`src/rtl/acb_arbiter.sv`:
```
// ---------------------------------------------------------------------------
// acb_arbiter
//
// Purpose:
//   Shares a single ACB (GF(2^163) multiply/divide unit) between two
//   requesters. A round-robin pointer breaks ties when both requesters ask
//   in the same cycle. The winner's operands and mode are latched and held
//   on the ACB for the whole operation. The ACB result is then returned to
//   the winner with a one-cycle response pulse.
//
// Optional feature (macro ACB_ARB_TIMEOUT_EN):
//   Defined   : a watchdog aborts an operation that runs for TIMEOUT_CYCLES
//               RUN cycles without acb_done. The abort pulses rsp_err together
//               with rsp_valid of the owning requester.
//   Undefined : no watchdog is built, rsp_err is constant 0, and RUN waits
//               for acb_done indefinitely.
//
// Ports:
//   clk, rst              clock; asynchronous active-high reset
//   req0/cfg0/a0/b0       requester 0 request (level), mode, operands
//   gnt0, rsp_valid0      requester 0 grant pulse, result-valid pulse
//   req1/cfg1/a1/b1       requester 1 request (level), mode, operands
//   gnt1, rsp_valid1      requester 1 grant pulse, result-valid pulse
//   rsp_c                 result of the most recent operation (shared)
//   rsp_err               watchdog abort pulse
//   acb_enable            ACB enable, held for the whole operation
//   acb_configuration     ACB mode (0 = multiply, 1 = divide)
//   acb_a, acb_b          ACB operands
//   acb_c, acb_done       ACB result; done pulse, with acb_c valid that cycle
//   busy                  high whenever the arbiter is not idle
//   op_count              number of completed operations (wraps)
// ---------------------------------------------------------------------------
module acb_arbiter #(
  parameter int WIDTH          = 163,
  parameter int TIMEOUT_CYCLES = 1023
) (
  input  logic             clk,
  input  logic             rst,
  input  logic             req0,
  input  logic             cfg0,
  input  logic [WIDTH-1:0] a0,
  input  logic [WIDTH-1:0] b0,
  output logic             gnt0,
  output logic             rsp_valid0,
  input  logic             req1,
  input  logic             cfg1,
  input  logic [WIDTH-1:0] a1,
  input  logic [WIDTH-1:0] b1,
  output logic             gnt1,
  output logic             rsp_valid1,
  output logic [WIDTH-1:0] rsp_c,
  output logic             rsp_err,
  output logic             acb_enable,
  output logic             acb_configuration,
  output logic [WIDTH-1:0] acb_a,
  output logic [WIDTH-1:0] acb_b,
  input  logic [WIDTH-1:0] acb_c,
  input  logic             acb_done,
  output logic             busy,
  output logic [15:0]      op_count
);

  typedef enum logic [1:0] {
    IDLE = 2'd0,
    RUN  = 2'd1,
    RESP = 2'd2
  } state_t;

  state_t           r_state, w_stateNext;
  logic             r_gnt0, w_gnt0;
  logic             r_gnt1, w_gnt1;
  logic             r_rspValid0, w_rspValid0;
  logic             r_rspValid1, w_rspValid1;
  logic [WIDTH-1:0] r_rspC, w_rspC;
  logic             r_acbEnable, w_acbEnable;
  logic             r_acbCfg, w_acbCfg;
  logic [WIDTH-1:0] r_acbA, w_acbA;
  logic [WIDTH-1:0] r_acbB, w_acbB;
  logic             r_busy, w_busy;
  logic [15:0]      r_opCount, w_opCount;
  logic             r_ptr, w_ptr;
  logic             r_id, w_id;
  logic             w_winner;

`ifdef ACB_ARB_TIMEOUT_EN
  localparam logic [10:0] TIMEOUT_LIMIT = 11'(TIMEOUT_CYCLES - 1);
  logic [10:0]      r_timer, w_timer;
  logic             r_rspErr, w_rspErr;
`endif

  // Next-state and next-output logic. Every registered output is computed
  // here so the sequential block below is a plain register bank.
  always_comb begin
    w_stateNext = r_state;
    w_gnt0      = 1'b0;
    w_gnt1      = 1'b0;
    w_rspValid0 = 1'b0;
    w_rspValid1 = 1'b0;
    w_rspC      = r_rspC;
    w_acbEnable = r_acbEnable;
    w_acbCfg    = r_acbCfg;
    w_acbA      = r_acbA;
    w_acbB      = r_acbB;
    w_opCount   = r_opCount;
    w_ptr       = r_ptr;
    w_id        = r_id;
    w_winner    = 1'b0;
`ifdef ACB_ARB_TIMEOUT_EN
    w_timer     = r_timer;
    w_rspErr    = 1'b0;
`endif

    case (r_state)
      IDLE: begin
        if (req0 || req1) begin
          // A lone request wins outright; a tie goes to the pointer.
          w_winner    = (req0 && req1) ? r_ptr : req1;
          w_id        = w_winner;
          w_gnt0      = ~w_winner;
          w_gnt1      = w_winner;
          w_acbEnable = 1'b1;
          w_acbCfg    = w_winner ? cfg1 : cfg0;
          w_acbA      = w_winner ? a1 : a0;
          w_acbB      = w_winner ? b1 : b0;
`ifdef ACB_ARB_TIMEOUT_EN
          w_timer     = '0;
`endif
          w_stateNext = RUN;
        end
      end

      RUN: begin
        // Done has priority over a watchdog expiry in the same cycle.
        if (acb_done) begin
          w_rspC      = acb_c;
          w_acbEnable = 1'b0;
          w_acbCfg    = 1'b0;
          w_acbA      = '0;
          w_acbB      = '0;
          w_rspValid0 = ~r_id;
          w_rspValid1 = r_id;
          w_opCount   = r_opCount + 16'd1;
          w_ptr       = ~r_id;
          w_stateNext = RESP;
        end
`ifdef ACB_ARB_TIMEOUT_EN
        else if (r_timer == TIMEOUT_LIMIT) begin
          w_rspC      = '0;
          w_acbEnable = 1'b0;
          w_acbCfg    = 1'b0;
          w_acbA      = '0;
          w_acbB      = '0;
          w_rspValid0 = ~r_id;
          w_rspValid1 = r_id;
          w_rspErr    = 1'b1;
          w_ptr       = ~r_id;
          w_stateNext = RESP;
        end else begin
          w_timer     = r_timer + 11'd1;
        end
`endif
      end

      // One dead cycle with the enable low so the ACB rearms.
      RESP: begin
        w_stateNext = IDLE;
      end

      default: begin
        w_stateNext = IDLE;
      end
    endcase

    w_busy = (w_stateNext != IDLE);
  end

  // State and output register bank; reset clears everything, aborting any
  // operation in flight.
  always_ff @(posedge clk or posedge rst) begin
    if (rst) begin
      r_state     <= IDLE;
      r_gnt0      <= 1'b0;
      r_gnt1      <= 1'b0;
      r_rspValid0 <= 1'b0;
      r_rspValid1 <= 1'b0;
      r_rspC      <= '0;
      r_acbEnable <= 1'b0;
      r_acbCfg    <= 1'b0;
      r_acbA      <= '0;
      r_acbB      <= '0;
      r_busy      <= 1'b0;
      r_opCount   <= '0;
      r_ptr       <= 1'b0;
      r_id        <= 1'b0;
`ifdef ACB_ARB_TIMEOUT_EN
      r_timer     <= '0;
      r_rspErr    <= 1'b0;
`endif
    end else begin
      r_state     <= w_stateNext;
      r_gnt0      <= w_gnt0;
      r_gnt1      <= w_gnt1;
      r_rspValid0 <= w_rspValid0;
      r_rspValid1 <= w_rspValid1;
      r_rspC      <= w_rspC;
      r_acbEnable <= w_acbEnable;
      r_acbCfg    <= w_acbCfg;
      r_acbA      <= w_acbA;
      r_acbB      <= w_acbB;
      r_busy      <= w_busy;
      r_opCount   <= w_opCount;
      r_ptr       <= w_ptr;
      r_id        <= w_id;
`ifdef ACB_ARB_TIMEOUT_EN
      r_timer     <= w_timer;
      r_rspErr    <= w_rspErr;
`endif
    end
  end

  assign gnt0              = r_gnt0;
  assign gnt1              = r_gnt1;
  assign rsp_valid0        = r_rspValid0;
  assign rsp_valid1        = r_rspValid1;
  assign rsp_c             = r_rspC;
  assign acb_enable        = r_acbEnable;
  assign acb_configuration = r_acbCfg;
  assign acb_a             = r_acbA;
  assign acb_b             = r_acbB;
  assign busy              = r_busy;
  assign op_count          = r_opCount;
`ifdef ACB_ARB_TIMEOUT_EN
  assign rsp_err           = r_rspErr;
`else
  assign rsp_err           = 1'b0;
`endif

endmodule

```
`config.mk`:
```
export PLATFORM = sky130hd
export DESIGN_NAME = acb_arbiter
export DESIGN_NICKNAME = d
export VERILOG_FILES = /design/src/rtl/acb_arbiter.sv
export SDC_FILE = /design/constraint.sdc
export NUM_CORES = 1
export LEC_CHECK = 0
export CAP_MARGIN = 30
export CORE_AREA = 2 2 523 525
export DETAILED_ROUTE_END_ITERATION = 12
export DIE_AREA = 0 0 525 527
export SYNTH_ARGS = -nofsm -noshare
export SYNTH_HDL_FRONTEND = slang
export SYNTH_SLANG_ARGS = --single-unit
```
`constraint.sdc`:
```
create_clock -name clk -period 28.4 [get_ports clk]
set_input_delay 5.68 -clock clk [delete_from_list [all_inputs] [get_ports clk]]
set_output_delay 5.68 -clock clk [all_outputs]
set_load 0.005 [all_outputs]
```
==> results by group, run 1 <==
STA
  • Number of failing setup endpoints in the final timing report: 0
  • Slew margin rel.: roughly 28%
  • Layout Skew: ~0.034 ns
  • Min Clock Period, post-route: ~11 ns
  • Max-slew violation total from the final report: 0
  • Achievable clock frequency: approximately 0.095 GHz
  • Total negative slack: 0 ns
  • Slew at the pin closest to its max-slew limit: ~1.1 ns
  • Number of failing hold endpoints at the final stage: 0
  • Unrepaired setup endpoints after global routing: false
  • Fin crit share: a little under two fifths

Yosys
  • Post-Synthesis Mean Instance Area: 10.06 um2
  • Post-Synthesis Cells: around 2200
  • Synth cell types: 30
  • Portion of the post-synthesis area used by sequential elements: about three fifths
  • Number of warnings reported in the yosys synthesis log: 0
  • Most common flop cell mapped by yosys: dfrtp_1
  • Syn nets: 3019
  • Area share of the largest cell type after synthesis: 58.45%
  • Post-synthesis cell type with the largest combined area: dfrtp_1
  • Total of flip-flops plus latches after synthesis: about 520
  • Cell Area, Synth: 0.02209 mm2
  • Number of enable flip-flop cells after synthesis: 0
  • Asr flop ratio synth: between 90% and 100%
  • Area contributors post-synth: dfrtp_1 (58%), mux2i_1 (15%), nand2_1 (14%)

Detailed routing
  • Routed length on met2: about 84000 um
  • 1st-iter DRT viols: approximately 1100
  • Routed via count: between 20000 and 25000
  • Met3 layer wire length in the routed design: around 29000 um
  • Top Metal Used: met5
  • Number of remaining DRC errors: 0
  • Drt wl/cell: 26.43 um
  • Detailed-route vias per instance: just over 3
  • Post-detailed-route count of antenna-violating nets: 0
  • Length of routed wiring on met1: roughly 69000 um
  • Initial DRT Pass Iterations: 5
  • Wire length reported by the detailed router: 189500 um

Worst setup path
  • Launching element of the worst setup path: req1
  • Largest stage delay on the critical path: around 0.75 ns
  • Critical path endpoint: acb_b[93]$_DFFE_PP0P_
  • Cell count along the critical path: 9
  • Category of the worst setup path launch point: input port
  • CP most frequent cell: buf_4
  • R2r worst-path depth: 9
  • Path type of the worst setup path: in2reg
  • Crit path capture type: flop
  • Worst Path Buf+Inv: 6
  • Worst-case register-to-register setup slack: around 23 ns
  • Slowest-stage cell, CP: buf_4
  • R2r startpoint: r_ptr$_DFFE_PP0P_
  • Critical-path maximum fanout: 81
  • Family with the most delay on the worst path: buffers and inverters
  • Worst reg2reg path endpoint: acb_b[93]$_DFFE_PP0P_
  • Data arrival time of the critical path: between 10 and 15 ns
  • WP data required: 28.99 ns
  • Critical path, cell by cell: clkdlybuf4s50_1 > a21boi_4 > buf_4 > buf_12 > buf_4 > buf_4 > buf_4 > mux2i_1 > o21ai_1

Cells and area
  • Commonest non-fill, non-tap cell in the layout: clkdlybuf4s50_1
  • Post-synthesis to final-layout area growth: 90.21%
  • Total of fill cells in the finished design: around 30000
  • Total area of sequential cells: 0.01291 mm2
  • Most frequent cells in the layout: clkdlybuf4s50_1 (1333), nand2_1 (825), dfrtp_1 (516), mux2i_1 (327)
  • Layout Nets: roughly 4300
  • Post-route design area: around 0.042 mm2
  • Layout cells sized above 1: approximately 4.3%
  • Area of combinational cells with multiple inputs: ~0.0084 mm2

Floorplanning
  • Number of placed I/O pins: 1335
  • Horiz. Die Dim: 525 um
  • Area of the core: 0.2717 mm2
  • Rows: between 150 and 200
  • Die area: approximately 0.28 mm2
  • Die H: 527 um
  • Initial core utilization: roughly 8.1%

CTS
  • Number of H-tree branching levels: 3
  • Num Clock Sinks: 516
  • CTS tree: yes
  • Clock Pin Slew Worst Setup and Hold Paths: approximately 0.06 ns
  • Maximum clock insertion buffer count: 4
  • Hold_buf cts: 0
  • Inserted Clock Buffers: 74
  • Clock root buffer: clkbuf_16
  • Count of cells resized by post-cts repair: 0
  • Worst skew pair latency: between 0.7 and 0.8 ns
  • Setup bufs post-CTS: 0

Global route
  • GR Util All Layers: 13.20%
  • Number of antenna violations at the first check in global routing: 189
  • First-pass GRT wire length: roughly 240000 um
  • Pin count of the biggest net entering global routing: 97
  • Vias in the first global route: about 23000
  • Global route total overflow: 0

Placement
  • Placer's final routability congestion estimate: 0.9176
  • DP Wirelength: between 150000 and 200000 um
  • Total placed instance area: roughly 0.039 mm2
  • Number of buffer cells added on primary ports: 1333

Power and ir drop
  • Lkg Pwr: ~17 nW
  • Worst ir drop on vdd: slightly below 50 uV
  • Power per cell area: between 90 and 100 mW/mm2

Min path
  • Type of the tightest min-delay check: reg2reg

Run status
  • Status: complete, no violations

Run
  • Number of violations of the max-capacitance limit: 0
==> logic make-up (layout without fill, tap and decap cells) <==
family	Yosys count	count (layout)	synth area share, %
other cells	1	45	0.01698
fa+ha+maj	1	1	0.05663
buf+inv	152	1493	3.738
compound gates	332	332	7.544
xor+xnor	15	15	0.5947
flops	516	516	58.45
simple gates	852	852	14.78
mux	327	327	14.82
==> worst min-delay path by stage <==
| stage | depth (start not counted) | slack (ns) | start | end |
|---|---|---|---|---|
| final | 1 | 0.46 | r_id$_DFFE_PP0P_ | rsp_valid0$_DFF_PP0_ |
| after floorplan | 1 | 0.42 | r_id$_DFFE_PP0P_ | rsp_valid0$_DFF_PP0_ |
| after detailed placement | 1 | 0.46 | r_id$_DFFE_PP0P_ | rsp_valid0$_DFF_PP0_ |
| after CTS | 1 | 0.46 | r_id$_DFFE_PP0P_ | rsp_valid0$_DFF_PP0_ |
| after global placement | 1 | 0.43 | r_id$_DFFE_PP0P_ | rsp_valid0$_DFF_PP0_ |
| after global routing | 1 | 0.48 | r_id$_DFFE_PP0P_ | rsp_valid0$_DFF_PP0_ |
==> worst register-to-register path, delay by kind of cell, from the launching register on <==
kind	cells	cell delay [ns]
flip-flops	1	0.32
AO/OA/AOI/OAI	2	0.77
multiplexers	1	0.36
buffers and inverters	6	3.79
==> metrics by stage <==
stage	setup slack [ns]	hold WS [ns]	util [%]	power, W	std cells
finish	17.85	0.4558	15.47	0.003953	7170
detailed placement	17.13	0.4601	14.51	0.003090	7001
global placement	17.29	0.4309	14.50	0.003064	7000
global route	17.66	0.4807	15.44	0.004217	7144
CTS	17.95	0.4576	15.37	0.004070	7121
floorplan	8.307	0.4179	-	0.001761	2196
==> cell type report <==
class	instances	area share (%)
Timing Repair Buffer	1368	32.69
Sequential cell	516	30.73
Multi-Input combinational cell	1528	19.94
Tap cell	3589	10.69
Clock buffer	96	4.943
Clock inverter	24	0.6729
Antenna cell	44	0.2620
Inverter	5	0.07444
==> where the power goes <==
group / switching, W / internal (W) / total (W)
Clock: 0.000388 / 0.000551 / 0.000939
Sequential: 0.000195 / 0.00105 / 0.00124
Combinational: 0.000966 / 0.000806 / 0.00177
Total: 0.00155 / 0.00240 / 0.00395
==> cells in the mapped netlist, types with 6 or more instances <==
| master | count |
|---|---|
| nand2_1 | 825 |
| dfrtp_1 | 516 |
| mux2i_1 | 327 |
| o21ai_1 | 165 |
| o21ai_0 | 164 |
| clkbuf_1 | 53 |
| buf_2 | 39 |
| buf_4 | 33 |
| xnor2_1 | 12 |
| buf_1 | 11 |
| buf_6 | 11 |
| nor2_1 | 6 |
==> metal layers <==
metal	track usage, %	up-vias
met5	0	-
met4	4.389	130
met3	9.035	418
met2	20.75	1274
met1	13.98	10441
li1	-	9921
==> sequential cells by signal, summed over array words and instances, names as in the netlist, 2 cells and up <==
name	cells
acb_a	163
acb_b	163
rsp_c	163
op_count	16
r_state	2
Note: power is estimated with default switching activity, not from simulation.
==> run 2, diff against run 1 <==
clock period = 9.4 ns   (was 28.4 ns; I/O delays follow)
==> run 2 against run 1 <==
Against the previous run:
- routed wire length grew 0.36%
- largest power group unchanged
- non-clock buffer count grew 1
- power rose to 3.1 times the previous value
- largest cell class unchanged
- utilization rose by 0.077 points
==> results by group, run 2 (synthesized netlist as in run 1, its figures left out) <==
STA
  • Achievable clock frequency: between 0.2 and 0.25 GHz
  • Min Clock Period, post-route: 4.115 ns
  • Max-slew violation total from the final report: 0
  • Number of failing hold endpoints at the final stage: 0
  • Slew at the pin closest to its max-slew limit: 1.253 ns
  • Number of failing setup endpoints in the final timing report: 0
  • Unrepaired setup endpoints after global routing: false
  • Layout Skew: 0.02520 ns
  • Slew margin rel.: around 16%
  • Fin crit share: a little over two fifths
  • Total negative slack: 0 ns

Power and ir drop
  • Power per cell area: approximately 290 mW/mm2
  • Lkg Pwr: approximately 17 nW
  • Worst ir drop on vdd: about 180 uV

Worst setup path
  • Largest stage delay on the critical path: between 0.6 and 0.7 ns
  • Cell count along the critical path: 7
  • Worst Path Buf+Inv: 4
  • Family with the most delay on the worst path: buffers and inverters
  • Data arrival time of the critical path: around 4.7 ns
  • R2r startpoint: r_state[1]$_DFF_PP0_
  • R2r worst-path depth: 6
  • Crit path capture type: flop
  • Critical-path maximum fanout: 74
  • Slowest-stage cell, CP: buf_4
  • Launching element of the worst setup path: acb_done
  • Critical path, cell by cell: clkdlybuf4s50_1 > nand3b_1 > buf_4 > inv_6 > buf_4 > nand2_1 > nand2_1
  • Category of the worst setup path launch point: input port
  • Path type of the worst setup path: in2reg
  • WP data required: 10.00 ns

Cells and area
  • Post-route design area: 0.04223 mm2
  • Utilization after layout: 15.54%
  • Commonest non-fill, non-tap cell in the layout: clkdlybuf4s50_1
  • Layout Nets: between 4000 and 5000
  • Post-synthesis to final-layout area growth: 91.16%
  • Layout cells sized above 1: between 4 and 5%
  • Most frequent cells in the layout: clkdlybuf4s50_1 (1333), nand2_1 (825), dfrtp_1 (516), mux2i_1 (327)

Placement
  • DP Wirelength: between 150000 and 200000 um
  • Number of buffer cells added on primary ports: 1333
  • Placer's final routability congestion estimate: approximately 0.96
  • Total placed instance area: 0.03952 mm2

Detailed routing
  • Number of remaining DRC errors: 0
  • Detailed-route vias per instance: approximately 3.1
  • Drt wl/cell: 26.46 um
  • 1st-iter DRT viols: approximately 1200
  • Routed via count: roughly 23000
  • Post-detailed-route count of antenna-violating nets: 0
  • Wire length reported by the detailed router: around 190000 um
  • Initial DRT Pass Iterations: 5

CTS
  • Setup bufs post-CTS: 0
  • Number of H-tree branching levels: 3
  • Num Clock Sinks: roughly 520
  • Clock Pin Slew Worst Setup and Hold Paths: approximately 0.05 ns
  • CTS tree: yes
  • Inserted Clock Buffers: between 70 and 80
  • Hold_buf cts: 0
  • Maximum clock insertion buffer count: 3
  • Clock root buffer: clkbuf_16
  • Worst skew pair latency: ~0.67 ns
  • Count of cells resized by post-cts repair: 0

Global route
  • Global route total overflow: 0
  • Pin count of the biggest net entering global routing: 149
  • Number of antenna violations at the first check in global routing: 190
  • GR Util All Layers: 13.29%
  • Vias in the first global route: between 20000 and 25000
  • First-pass GRT wire length: ~240000 um

Min path
  • Origin of the worst min-delay path: r_id$_DFFE_PP0P_
  • Instance count along the most critical hold path: 1
  • Type of the tightest min-delay check: reg2reg

Floorplanning
  • Die H: 527 um
  • Rows: between 150 and 200
  • Number of placed I/O pins: approximately 1300
  • Area of the core: ~0.27 mm2
  • Initial core utilization: 8.131%
  • Die area: about 0.28 mm2
  • Horiz. Die Dim: about 530 um

Run status
  • Status: complete, no violations

Run
  • Number of violations of the max-capacitance limit: 0
-- run 2: cell count changes in the layout (fill, tap and decap cells not counted), sizes merged --
cell	delta
diode	+5
clkinvlp	-1
clkinv	+10
buf	+1
inv	+5
clkbuf	-3
bufinv	+3
-- run 2: final timing paths --
check / end / slack, ns
setup / recovery: rsp_c[66]$_DFFE_PP0P_ / 5.28
hold / removal: rsp_valid0$_DFF_PP0_ / 0.44
setup reg to reg: rsp_c[66]$_DFFE_PP0P_ / 6.71
hold reg to reg: rsp_valid0$_DFF_PP0_ / 0.44
max in group asynchronous: rsp_c[100]$_DFFE_PP0P_ / 6.04
min in group asynchronous: rsp_valid1$_DFF_PP0_ / 1.54
-- run 2: through the flow --
step / power (W) / hold WS (ns) / worst slack [ns] / std cells
final: 0.01212 / 0.4363 / 5.285 / 7190
after detailed placement: 0.009331 / 0.4296 / 4.579 / 7005
after CTS: 0.01244 / 0.4365 / 5.149 / 7139
after global routing: 0.01288 / 0.4887 / 5.255 / 7161
after floorplan: 0.005322 / 0.4179 / 0.5117 / 2196
after global placement: 0.009276 / 0.4246 / 4.234 / 7004
-- run 2: layout make-up --
class	instances	area (um2)
inverters	5	27.53
flip-flops and latches	516	12910
fillers	30440	229500
repair buffers	1369	13760
diodes	49	122.6
well taps	3589	4491
multi-input cells	1528	8383
clock inverters	41	519.2
clock buffers	93	2013
-- run 2: report_power, final --
group	internal [W]	switching [W]	total (W)	leakage, nW
registers	0.00317	0.000706	0.00387	6.55
clock network	0.00173	0.00125	0.00298	1.24
logic	0.00244	0.00282	0.00526	9.53
-- run 2: metal layers --
metal / share of wire, % / GRT usage [%] / wire (um) / up-vias
met2: 44 / 20.85 / 84390 / 1324
li1: - / - / - / 9926
met3: 13 / 7.944 / 25400 / 433
met5: 0.45 / 0 / 861 / -
met4: 4.0 / 4.587 / 7515 / 136
met1: 38 / 14.75 / 72050 / 10753
